**config.mk**
```make
export PLATFORM = sky130hd
export DESIGN_NAME = ga_generation_controller_flat
export DESIGN_NICKNAME = d
export VERILOG_FILES = /design/src/rtl/ga_generation_controller_pkg.sv /design/src/rtl/ga_generation_controller_if.sv /design/src/rtl/ga_generation_controller_req_iter.sv /design/src/rtl/ga_generation_controller.sv /design/src/flat_wrapper.sv
export SDC_FILE = /design/constraint.sdc
export NUM_CORES = 1
export LEC_CHECK = 0
export CORE_MARGIN = 2
export CORE_UTILIZATION = 40
export CTS_CLUSTER_DIAMETER = 30
export DETAILED_ROUTE_END_ITERATION = 8
export PLACE_DENSITY = 0.75
export SLEW_MARGIN = 20
export SYNTH_ARGS = -nofsm -noshare
export SYNTH_HDL_FRONTEND = slang
export SYNTH_SLANG_ARGS = --single-unit
```
**constraint.sdc**
```tcl
create_clock -name clk -period 2 [get_ports clk]
set_input_delay 0.4 -clock clk [delete_from_list [all_inputs] [get_ports clk]]
set_output_delay 0.4 -clock clk [all_outputs]
set_load 0.01 [all_outputs]
```
**src/rtl/ga_generation_controller_pkg.sv**
```systemverilog
// Shared types and defaults for the genetic-algorithm generation controller.
package ga_pkg;
  localparam int GA_SIZE      = 8;    // chromosome/coordinate width
  localparam int GA_MAX_COORD = 180;
  localparam int GA_FIT_W     = 16;
  localparam int GA_POP_SIZE  = 8;
  localparam int GA_MAX_GEN   = 16;

  typedef enum logic [2:0] {
    S_IDLE   = 3'd0,
    S_INIT   = 3'd1,
    S_EVAL   = 3'd2,
    S_CHECK  = 3'd3,
    S_BREED  = 3'd4,
    S_FINISH = 3'd5
  } ga_state_t;

  function automatic int idx_width(input int n);
    return (n > 1) ? $clog2(n) : 1;
  endfunction

  function automatic int gen_width(input int g);
    return (g > 0) ? $clog2(g + 1) : 1;
  endfunction

  localparam int GA_IDX_W = idx_width(GA_POP_SIZE);
  localparam int GA_GEN_W = gen_width(GA_MAX_GEN);
endpackage

```
**src/rtl/ga_generation_controller_if.sv**
```systemverilog
// Controller-facing bundle: START/DONE side plus the init, fitness and breed req/ack links.
interface ga_generation_controller_if
  import ga_pkg::*;
#(
  parameter int POP_SIZE = GA_POP_SIZE,
  parameter int MAX_GEN  = GA_MAX_GEN,
  parameter int FIT_W    = GA_FIT_W
);
  localparam int IDX_W = idx_width(POP_SIZE);
  localparam int GEN_W = gen_width(MAX_GEN);

  logic             start;
  logic [FIT_W-1:0] target_fit;
  // req/ack: req is registered, a transfer happens on every edge with req && ack,
  // and ack seen while req is low has no effect.
  logic             init_req;
  logic             init_ack;
  logic             fit_req;
  logic [IDX_W-1:0] fit_idx;
  logic             fit_ack;
  logic [FIT_W-1:0] fit_value;
  logic             breed_req;
  logic [IDX_W-1:0] breed_idx;
  logic             breed_ack;
  logic [GEN_W-1:0] gen_count;
  logic [FIT_W-1:0] best_fit;
  logic [IDX_W-1:0] best_idx;
  logic             busy;
  logic             done;

  modport master (
    input  start, target_fit, init_ack, fit_ack, fit_value, breed_ack,
    output init_req, fit_req, fit_idx, breed_req, breed_idx,
           gen_count, best_fit, best_idx, busy, done
  );

  modport slave (
    output start, target_fit, init_ack, fit_ack, fit_value, breed_ack,
    input  init_req, fit_req, fit_idx, breed_req, breed_idx,
           gen_count, best_fit, best_idx, busy, done
  );
endinterface

```
**src/rtl/ga_generation_controller_req_iter.sv**
```systemverilog
// Issues COUNT back-to-back requests with an index; a start pulse restarts at index 0.
module ga_req_iter #(
  parameter int COUNT = 1,
  parameter int IDX_W = 1
) (
  input  logic             clk,
  input  logic             reset,
  input  logic             start,
  input  logic             ack,
  output logic             req,
  output logic [IDX_W-1:0] idx,
  output logic             last,
  output logic             done
);
  localparam logic [IDX_W-1:0] LAST_IDX = IDX_W'(COUNT - 1);

  assign last = (idx == LAST_IDX);
  assign done = req & ack & last;

  always_ff @(posedge clk or negedge reset) begin
    if (!reset) begin
      req <= 1'b0;
      idx <= '0;
    end else if (start) begin
      req <= 1'b1;
      idx <= '0;
    end else if (req && ack) begin
      // Index never wraps here; it only returns to 0 on the next start.
      if (last) req <= 1'b0;
      else      idx <= idx + IDX_W'(1);
    end
  end
endmodule

```
**src/rtl/ga_generation_controller.sv**
```systemverilog
// Generation sequencer: init, evaluate every individual, check stop rules, breed every slot,
// while tracking the best fitness and the index that produced it.
module ga_generation_controller
  import ga_pkg::*;
#(
  parameter int POP_SIZE = GA_POP_SIZE,
  parameter int MAX_GEN  = GA_MAX_GEN,
  parameter int FIT_W    = GA_FIT_W
) (
  input  logic                        clk,
  input  logic                        reset,
  ga_generation_controller_if.master  bus,
  output ga_state_t                   state_dbg
);
  localparam int IDX_W = idx_width(POP_SIZE);
  localparam int GEN_W = gen_width(MAX_GEN);
  localparam logic [GEN_W-1:0] LAST_GEN = GEN_W'(MAX_GEN - 1);

  ga_state_t        state, state_nxt;
  logic             start_init, start_eval, start_breed;
  logic             init_req, init_done, init_last;
  logic [0:0]       init_idx;
  logic             fit_req, fit_done, fit_last, fit_xfer;
  logic             breed_req, breed_done, breed_last;
  logic [IDX_W-1:0] fit_idx, breed_idx;
  logic [FIT_W-1:0] target_q, best_fit_q;
  logic [IDX_W-1:0] best_idx_q;
  logic [GEN_W-1:0] gen_q;
  logic             busy_q, done_q;
  logic             unused_iter;

  ga_req_iter #(.COUNT(1), .IDX_W(1)) u_init_iter (
    .clk(clk), .reset(reset), .start(start_init), .ack(bus.init_ack),
    .req(init_req), .idx(init_idx), .last(init_last), .done(init_done)
  );

  ga_req_iter #(.COUNT(POP_SIZE), .IDX_W(IDX_W)) u_fit_iter (
    .clk(clk), .reset(reset), .start(start_eval), .ack(bus.fit_ack),
    .req(fit_req), .idx(fit_idx), .last(fit_last), .done(fit_done)
  );

  ga_req_iter #(.COUNT(POP_SIZE), .IDX_W(IDX_W)) u_breed_iter (
    .clk(clk), .reset(reset), .start(start_breed), .ack(bus.breed_ack),
    .req(breed_req), .idx(breed_idx), .last(breed_last), .done(breed_done)
  );

  assign unused_iter = ^{init_idx, init_last, fit_last, breed_last};
  assign fit_xfer    = fit_req & bus.fit_ack;

  always_ff @(posedge clk or negedge reset) begin
    if (!reset) state <= S_IDLE;
    else        state <= state_nxt;
  end

  // Iterator starts fire on the entering edge so each REQ is high on the state's first cycle.
  always_comb begin
    state_nxt   = state;
    start_init  = 1'b0;
    start_eval  = 1'b0;
    start_breed = 1'b0;
    unique case (state)
      S_IDLE:   if (bus.start) begin state_nxt = S_INIT; start_init = 1'b1; end
      S_INIT:   if (init_done) begin state_nxt = S_EVAL; start_eval = 1'b1; end
      S_EVAL:   if (fit_done) state_nxt = S_CHECK;
      S_CHECK: begin
        if (best_fit_q >= target_q || gen_q == LAST_GEN) begin
          state_nxt = S_FINISH;
        end else begin
          state_nxt   = S_BREED;
          start_breed = 1'b1;
        end
      end
      S_BREED:  if (breed_done) begin state_nxt = S_EVAL; start_eval = 1'b1; end
      S_FINISH: state_nxt = S_IDLE;
      default:  state_nxt = S_IDLE;
    endcase
  end

  always_ff @(posedge clk or negedge reset) begin
    if (!reset) begin
      target_q   <= '0;
      best_fit_q <= '0;
      best_idx_q <= '0;
      gen_q      <= '0;
      busy_q     <= 1'b0;
      done_q     <= 1'b0;
    end else begin
      busy_q <= (state_nxt != S_IDLE);
      done_q <= (state_nxt == S_FINISH);
      if (start_init) begin
        target_q   <= bus.target_fit;
        best_fit_q <= '0;
        best_idx_q <= '0;
        gen_q      <= '0;
      end else begin
        // Strict compare: a tie leaves the earlier holder in place.
        if (fit_xfer && bus.fit_value > best_fit_q) begin
          best_fit_q <= bus.fit_value;
          best_idx_q <= fit_idx;
        end
        if (breed_done) gen_q <= gen_q + GEN_W'(1);
      end
    end
  end

  assign bus.init_req  = init_req;
  assign bus.fit_req   = fit_req;
  assign bus.fit_idx   = fit_idx;
  assign bus.breed_req = breed_req;
  assign bus.breed_idx = breed_idx;
  assign bus.gen_count = gen_q;
  assign bus.best_fit  = best_fit_q;
  assign bus.best_idx  = best_idx_q;
  assign bus.busy      = busy_q;
  assign bus.done      = done_q;
  assign state_dbg     = state;
endmodule

```
**src/flat_wrapper.sv**
```systemverilog
// flat-port wrapper written by rule: the top's interface ports become plain ports
module ga_generation_controller_flat import ga_pkg::*;
#(
  parameter int POP_SIZE = GA_POP_SIZE,
  parameter int MAX_GEN  = GA_MAX_GEN,
  parameter int FIT_W    = GA_FIT_W
)
  (clk, reset, state_dbg, bus_start, bus_target_fit, bus_init_ack, bus_fit_ack, bus_fit_value, bus_breed_ack, bus_init_req, bus_fit_req, bus_fit_idx, bus_breed_req, bus_breed_idx, bus_gen_count, bus_best_fit, bus_best_idx, bus_busy, bus_done);
  ga_generation_controller_if #(.POP_SIZE(POP_SIZE), .MAX_GEN(MAX_GEN), .FIT_W(FIT_W)) bus_i ();
  input  logic clk;
  input  logic reset;
  output ga_state_t state_dbg;
  input wire logic [$bits(bus_i.start)-1:0] bus_start;
  input wire logic [$bits(bus_i.target_fit)-1:0] bus_target_fit;
  input wire logic [$bits(bus_i.init_ack)-1:0] bus_init_ack;
  input wire logic [$bits(bus_i.fit_ack)-1:0] bus_fit_ack;
  input wire logic [$bits(bus_i.fit_value)-1:0] bus_fit_value;
  input wire logic [$bits(bus_i.breed_ack)-1:0] bus_breed_ack;
  output wire logic [$bits(bus_i.init_req)-1:0] bus_init_req;
  output wire logic [$bits(bus_i.fit_req)-1:0] bus_fit_req;
  output wire logic [$bits(bus_i.fit_idx)-1:0] bus_fit_idx;
  output wire logic [$bits(bus_i.breed_req)-1:0] bus_breed_req;
  output wire logic [$bits(bus_i.breed_idx)-1:0] bus_breed_idx;
  output wire logic [$bits(bus_i.gen_count)-1:0] bus_gen_count;
  output wire logic [$bits(bus_i.best_fit)-1:0] bus_best_fit;
  output wire logic [$bits(bus_i.best_idx)-1:0] bus_best_idx;
  output wire logic [$bits(bus_i.busy)-1:0] bus_busy;
  output wire logic [$bits(bus_i.done)-1:0] bus_done;
  assign bus_i.start = bus_start;
  assign bus_i.target_fit = bus_target_fit;
  assign bus_i.init_ack = bus_init_ack;
  assign bus_i.fit_ack = bus_fit_ack;
  assign bus_i.fit_value = bus_fit_value;
  assign bus_i.breed_ack = bus_breed_ack;
  assign bus_init_req = bus_i.init_req;
  assign bus_fit_req = bus_i.fit_req;
  assign bus_fit_idx = bus_i.fit_idx;
  assign bus_breed_req = bus_i.breed_req;
  assign bus_breed_idx = bus_i.breed_idx;
  assign bus_gen_count = bus_i.gen_count;
  assign bus_best_fit = bus_i.best_fit;
  assign bus_best_idx = bus_i.best_idx;
  assign bus_busy = bus_i.busy;
  assign bus_done = bus_i.done;
  ga_generation_controller #(.POP_SIZE(POP_SIZE), .MAX_GEN(MAX_GEN), .FIT_W(FIT_W)) u_core (.clk(clk), .reset(reset), .bus(bus_i), .state_dbg(state_dbg));
endmodule
```
# Word level (Yosys, flattened, before mapping)
# Cells that the tools add are included.
dict set report totals {
  reg_bits 55
  output_inout_bits 38
  ram_bits 0
  word_cells 93
  romBits 0
  in_bits 38
  memories 0
  latch_bits 0
}
dict set report classes {
  n_reduce_logical 19
  bitwise_logic 7
  muxes 37
  order_cmp 2
  mul 0
  addsub 4
  shifts 0
  n_div 0
  eq_ne 11
}
# op n
set op_table {}
lappend op_table {{3-bit two-way mux} 12}
lappend op_table {{16-bit two-way mux} 2}
lappend op_table {{1-bit two-way mux} 19}
lappend op_table {{16-bit greater-or-equal comparator} 1}
lappend op_table {{16-bit greater-than comparator} 1}
lappend op_table {{3-bit one-hot mux with 5 select lines} 1}
lappend op_table {{2-bit nonzero test} 7}
lappend op_table {{3-bit equality test (second input constant)} 4}
lappend op_table {{5-bit two-way mux} 2}
lappend op_table {{2-bit AND reduction} 5}
lappend op_table {{3-bit by 1-bit adder with 3-bit output (second input constant)} 2}
lappend op_table {{1-bit AND} 6}
lappend op_table {{3-bit by 2-bit equality test with 1-bit output (second input constant)} 2}
lappend op_table {{2-bit by 1-bit != test with 1-bit output (second input constant)} 3}
lappend op_table {{5-bit by 1-bit adder with 5-bit output (second input constant)} 1}
lappend op_table {{5-bit by 4-bit equality test with 1-bit output (second input constant)} 1}
lappend op_table {{1-bit logical AND} 4}
lappend op_table {{3-bit by 1-bit equality test with 1-bit output (second input constant)} 1}
lappend op_table {{3-bit zero test} 1}
lappend op_table {{3-bit nonzero test} 1}
lappend op_table {{1-bit one-hot mux with 2 select lines} 1}
lappend op_table {{1-bit adder (second input constant)} 1}
lappend op_table {{1-bit logical OR} 1}
lappend op_table {{1-bit inverter} 1}

# Longest topological paths before layout
dict set report depth {
  depth_word 6
  mapped_depth 9
  mapped_depth_nobuf 8
}

# Modules after synthesis
# A second synthesis with hierarchy kept.
dict set report unflattened {
  cells_unflattened 342
  hier_area_um2 3239.4
}
# module seq_area_each_um2 instances cells_each area_each_um2
set by_module_without_submodules {}
lappend by_module_without_submodules {ga_generation_controller 1126.1 1 296 2725.1}
lappend by_module_without_submodules {{ga_req_iter (u_core.u_breed_iter ...)} 100.1 2 19 224.0}
lappend by_module_without_submodules {{ga_req_iter (u_core.u_init_iter)} 25.0 1 8 66.3}

# Least setup slack after synthesis
# Ideal clock, no wire load.
dict set report synth_timing {
  path_type {register to register}
  from {register u_core.best_fit_q[7] (netlist: u_core.bus.best_fit[7])}
  to {register u_core.best_fit_q[10] (netlist: u_core.bus.best_fit[10])}
  slack_ns -0.138
  setup_ns 0.065
  period_less_slack_ns 2.138
  required_ns 1.935
  path_buffers 1
  stages_incl_launch_ff 10
  arrival_time_ns 2.072
  path_cell_list {dfrtp_1 inv_1 ha_1 nand4_2 nor4_4 o21ai_2 and4_4 nor3_4 buf_6 a22o_1}
}
dict set report synth_via {
  elab_chain_cells 3
}
# item line
set synth_lines {}
lappend synth_lines {{start, declared} ga_generation_controller.sv:26} ;# logic [FIT_W-1:0] target_q, best_fit_q;
lappend synth_lines {{start signal, assigned} ga_generation_controller.sv:98} ;# best_fit_q <= bus.fit_value;
lappend synth_lines {{16-bit greater-than comparator} ga_generation_controller.sv:97} ;# if (fit_xfer && bus.fit_value > best_fit_q) begin
lappend synth_lines {{1-bit logical AND} ga_generation_controller.sv:97}
lappend synth_lines {{2-bit nonzero test (no line)} -}
# Every way passes these cells.
# A chain may end at the register's enable or synchronous reset.

# Worst setup path in the final report
dict set report layout_timing {
  from {input bus_fit_value[3]}
  to {register u_core.best_fit_q[1] (netlist: u_core.bus.best_fit[1])}
}
dict set report layout_via {
  elab_chain_cells 3
}
# item line
set layout_lines {}
lappend layout_lines {{start, declared} flat_wrapper.sv:17} ;# input wire logic [$bits(bus_i.fit_value)-1:0] bus_fit_value;
lappend layout_lines {{16-bit greater-than comparator} ga_generation_controller.sv:97}
lappend layout_lines {{1-bit logical AND} ga_generation_controller.sv:97}
lappend layout_lines {{2-bit nonzero test (no line)} -}
# Every way passes these cells.

==> summary.md <==
| Metric | Value |
|---|---|
| Mapped Cells | `305` |
| Post-synth EDFFs | `0` |
| Area Growth Syn to Fin | `50.6%` |
| Crit Reg-Reg Startpoint | `u_core.bus.best_fit[11]$_DFFE_PN0P_` |
| Commonest non-fill, non-tap cells in the layout | `clkdlybuf4s50_1 (62), dfrtp_1 (53), buf_4 (35)` |
| Half-perimeter wire length after placement | `5.82 mm` |
| Initial antenna violation count | `0` |
| Worst Tran Pin Value | `0.449 ns` |
| IO Count | `76` |
| Hold Worst Slack | `0.0672 ns` |
| Final WL | `8.03 mm` |
| Status | `finished, violations left` |
| Input/output buffers | `75` |
| Final setup margin | `-0.0196 ns` |
| Final setup violation count | `7` |
| Primary FF master, synth | `dfrtp_1` |
| Power density over the cells | `1320 nW/µm²` |
| Final Hold Fails | `0` |
| Core region area | `7290 µm²` |
| Critical path fanouts, max | `6` |
| Row count | `31` |
| Die area | `8310 µm²` |
| FF-to-FF path depth | `9` |
| Clock root buffer master | `clkbuf_8` |
| Failing checks | `negative setup slack` |
| LEAKAGE | `2.11 nW` |
| Worst r2r dst | `u_core.bus.best_fit[9]$_DFFE_PN0P_` |
| FFs w/ async S/R, synth | `1.00` |
| CP Class | `in2reg` |
| Max transition margin | `0.699` |
| Global-route wire length before repair | `13.2 mm` |
| Power Total | `6.03 mW` |
| Pins Over Slew Limit | `0` |
| CTS buffer count | `5` |
| Worst hold path class | `in2async` |
| Vias | `2,668` |
| Worst setup EP type | `flop` |
| Die width | `91.2 µm` |
| Post-route ant nets | `0` |
| Tot GR Track Use | `0.196` |
| Routability congestion estimate from global placement | `0.832` |
| Syn_nets | `381` |
| Maximum vdd drop | `0.757 mV` |
| Pre-CTS setup slack | `-0.823 ns` |
| Total Nets Final | `496` |
| Initial core utilization | `0.417` |
| FF+latch count, synth | `54` |
| Family with the most delay on the worst path | `buffers and inverters` |
| TritonCTS clock tree | `built` |
| Initial DRC count | `75` |
| R2r setup slk | `-0.01 ns` |
| Layout cell share with drive strength beyond 1 | `0.235` |
| Worst setup SP type | `input pin` |
| Fin crit share | `1.01` |
| Total gr overflow | `0` |
| Clock tree buffer depth | `2` |
| Post-Place Cells | `503` |
| Post-synthesis area per instance | `9.96 µm²` |
| CP bufs+invs | `2` |
| Most common cell after layout, fill and taps aside | `clkdlybuf4s50_1` |
| Yosys warns | `0` |
| Post-synthesis sequential area ratio | `0.445` |
| Clock latency on the worst-skew pair | `0.32 ns` |
| Drt wl/cell | `15.4 µm` |
| Die Span Y | `91.2 µm` |
| H-tree depth | `2` |
| CP max stage cell | `clkdlybuf4s50_1` |
| DR pass1 iterations | `4` |
| Final Non-Filler Cells | `520` |
| Final Core Density | `0.627` |
| Worst EP required | `2.20 ns` |
| Clk_skew | `0.0174 ns` |
| Vias per cell | `5.13` |
| Largest stage delay on the critical path | `0.51 ns` |
| Fillers | `609` |
| Min cycle time layout | `2.02 ns` |
| Drt drc | `0` |
| Cell Area, Synth | `3040 µm²` |
| Vias in the first global route | `2,773` |
| Max Clk Rate | `0.495 GHz` |
| CP cell instances | `clkdlybuf4s50_1 > ha_1 > a21o_1 > o21ai_2 > and4_4 > nor3_4 > buf_6 > a22o_4` |
| # Max-Cap Violations | `0` |
| RSZ-0062 raised after global routing | `yes` |
| Distinct cells, synth | `45` |
| Clock Sinks | `54` |
| WP data arrival | `2.22 ns` |
| Clock transition at path regs | `0.11 ns` |
| Largest net degree at the start of global routing | `55` |
| # diodes | `0` |
final cells by class:
class                   instances  area, µm²  area share
repair buffers                116       1090       0.238
well taps                      99        124      0.0271
clock buffers                   5       68.8      0.0150
clock inverters                 3       28.8     0.00629
inverters                      36        135      0.0295
flip-flops and latches         54       1350       0.296
multi-input cells             207       1780       0.389
worst register-to-register path, stage by stage (launching register included):
cell     delay [ns]
dfrtp_1        0.36
inv_1          0.07
ha_4           0.28
nand2_4        0.08
nor4_4         0.31
o21ai_2        0.10
and4_4         0.21
nor3_4         0.22
buf_6          0.17
a22o_1         0.15
through the flow:
step | TNS (ns) | cell area (µm²)
6_report | -0.0844 | 4570
5_1_grt | -1.71 | 4570
4_1_cts | -0.605 | 4500
3_5_place_dp | -14.49 | 4190
3_3_place_gp | -13.10 | 4190
2_1_floorplan | -0.368 | 3100
how the worst max path moves through the flow:
stage	start	endpoint	slack (ns)	depth (start not counted)
finish	bus_fit_value[3]	u_core.bus.best_fit[1]$_DFFE_PN0P_	-0.02	8
detailed placement	bus_fit_value[14]	u_core.bus.best_fit[9]$_DFFE_PN0P_	-0.82	8
floorplan	u_core.bus.best_fit[14]$_DFFE_PN0P_	u_core.bus.best_fit[10]$_DFFE_PN0P_	-0.04	9
global placement	bus_fit_value[14]	u_core.bus.best_fit[14]$_DFFE_PN0P_	-0.74	8
CTS	u_core.bus.best_fit[4]$_DFFE_PN0P_	u_core.bus.best_fit[9]$_DFFE_PN0P_	-0.06	9
global route	u_core.bus.best_fit[1]$_DFFE_PN0P_	u_core.u_breed_iter.req$_DFFE_PN0P_	-0.12	8
cell families after synthesis:
family / count (synthesis) / share of synthesized area
fa+ha+maj: 38 / 0.157
xor+xnor: 5 / 0.0144
buf+inv: 44 / 0.0577
mux: 3 / 0.0103
flops: 54 / 0.445
simple gates: 82 / 0.149
compound gates: 79 / 0.168
metal layers:
metal | vias to the layer above | routed length, µm | track usage
met2 | 73 | 4090 | 0.338
li1 | 1288 | - | -
met4 | 0 | 64 | 0.0505
met5 | - | 0 | 0
met3 | 4 | 363 | 0.0365
met1 | 1303 | 3520 | 0.255
state kept, by name (all words and copies together), names as in the netlist, 3 cells and up:
register / count
u_core.target_q: 16
u_core.state_dbg: 3
u_core.u_breed_iter.idx: 3
u_core.bus.gen_count: 5
u_core.u_fit_iter.idx: 3
u_core.bus.best_fit: 16
u_core.bus.best_idx: 3
where the power goes:
| part | switching (mW) | internal [mW] |
|---|---|---|
| combinational | 1.69 | 1.85 |
| clock | 0.403 | 0.263 |
| sequential | 0.303 | 1.52 |
cell usage after synthesis, types with 2 or more instances:
cell / instances / area (µm²)
o21ai_0: 25 / 125
nand3_1: 5 / 25.0
o21bai_1: 2 / 15.0
a22o_1: 10 / 87.6
inv_1: 36 / 135
nand2b_1: 2 / 12.5
and3_1: 2 / 12.5
mux2i_1: 2 / 20.0
nor2_1: 18 / 67.6
xnor2_1: 2 / 17.5
nor3_1: 3 / 15.0
nor2b_1: 4 / 25.0
nand2_1: 33 / 124
clkbuf_1: 5 / 18.8
a22o_2: 6 / 60.1
a21o_1: 4 / 30.0
a21oi_1: 23 / 115
xor2_1: 3 / 26.3
buf_2: 2 / 10.0
ha_1: 38 / 475
dfrtp_1: 54 / 1350
nand4_1: 3 / 18.8
what timing repair did:
| item | CTS | global route |
|---|---|---|
| hold buffers | 0 | 0 |
| gates resized for setup | 36 | 15 |
| gates cloned | 1 | 0 |
| pin swaps | 19 | 7 |
| setup endpoints to repair | 23 | 24 |
| buffers inserted | 6 | 2 |
(Power assumes the default switching activity.)
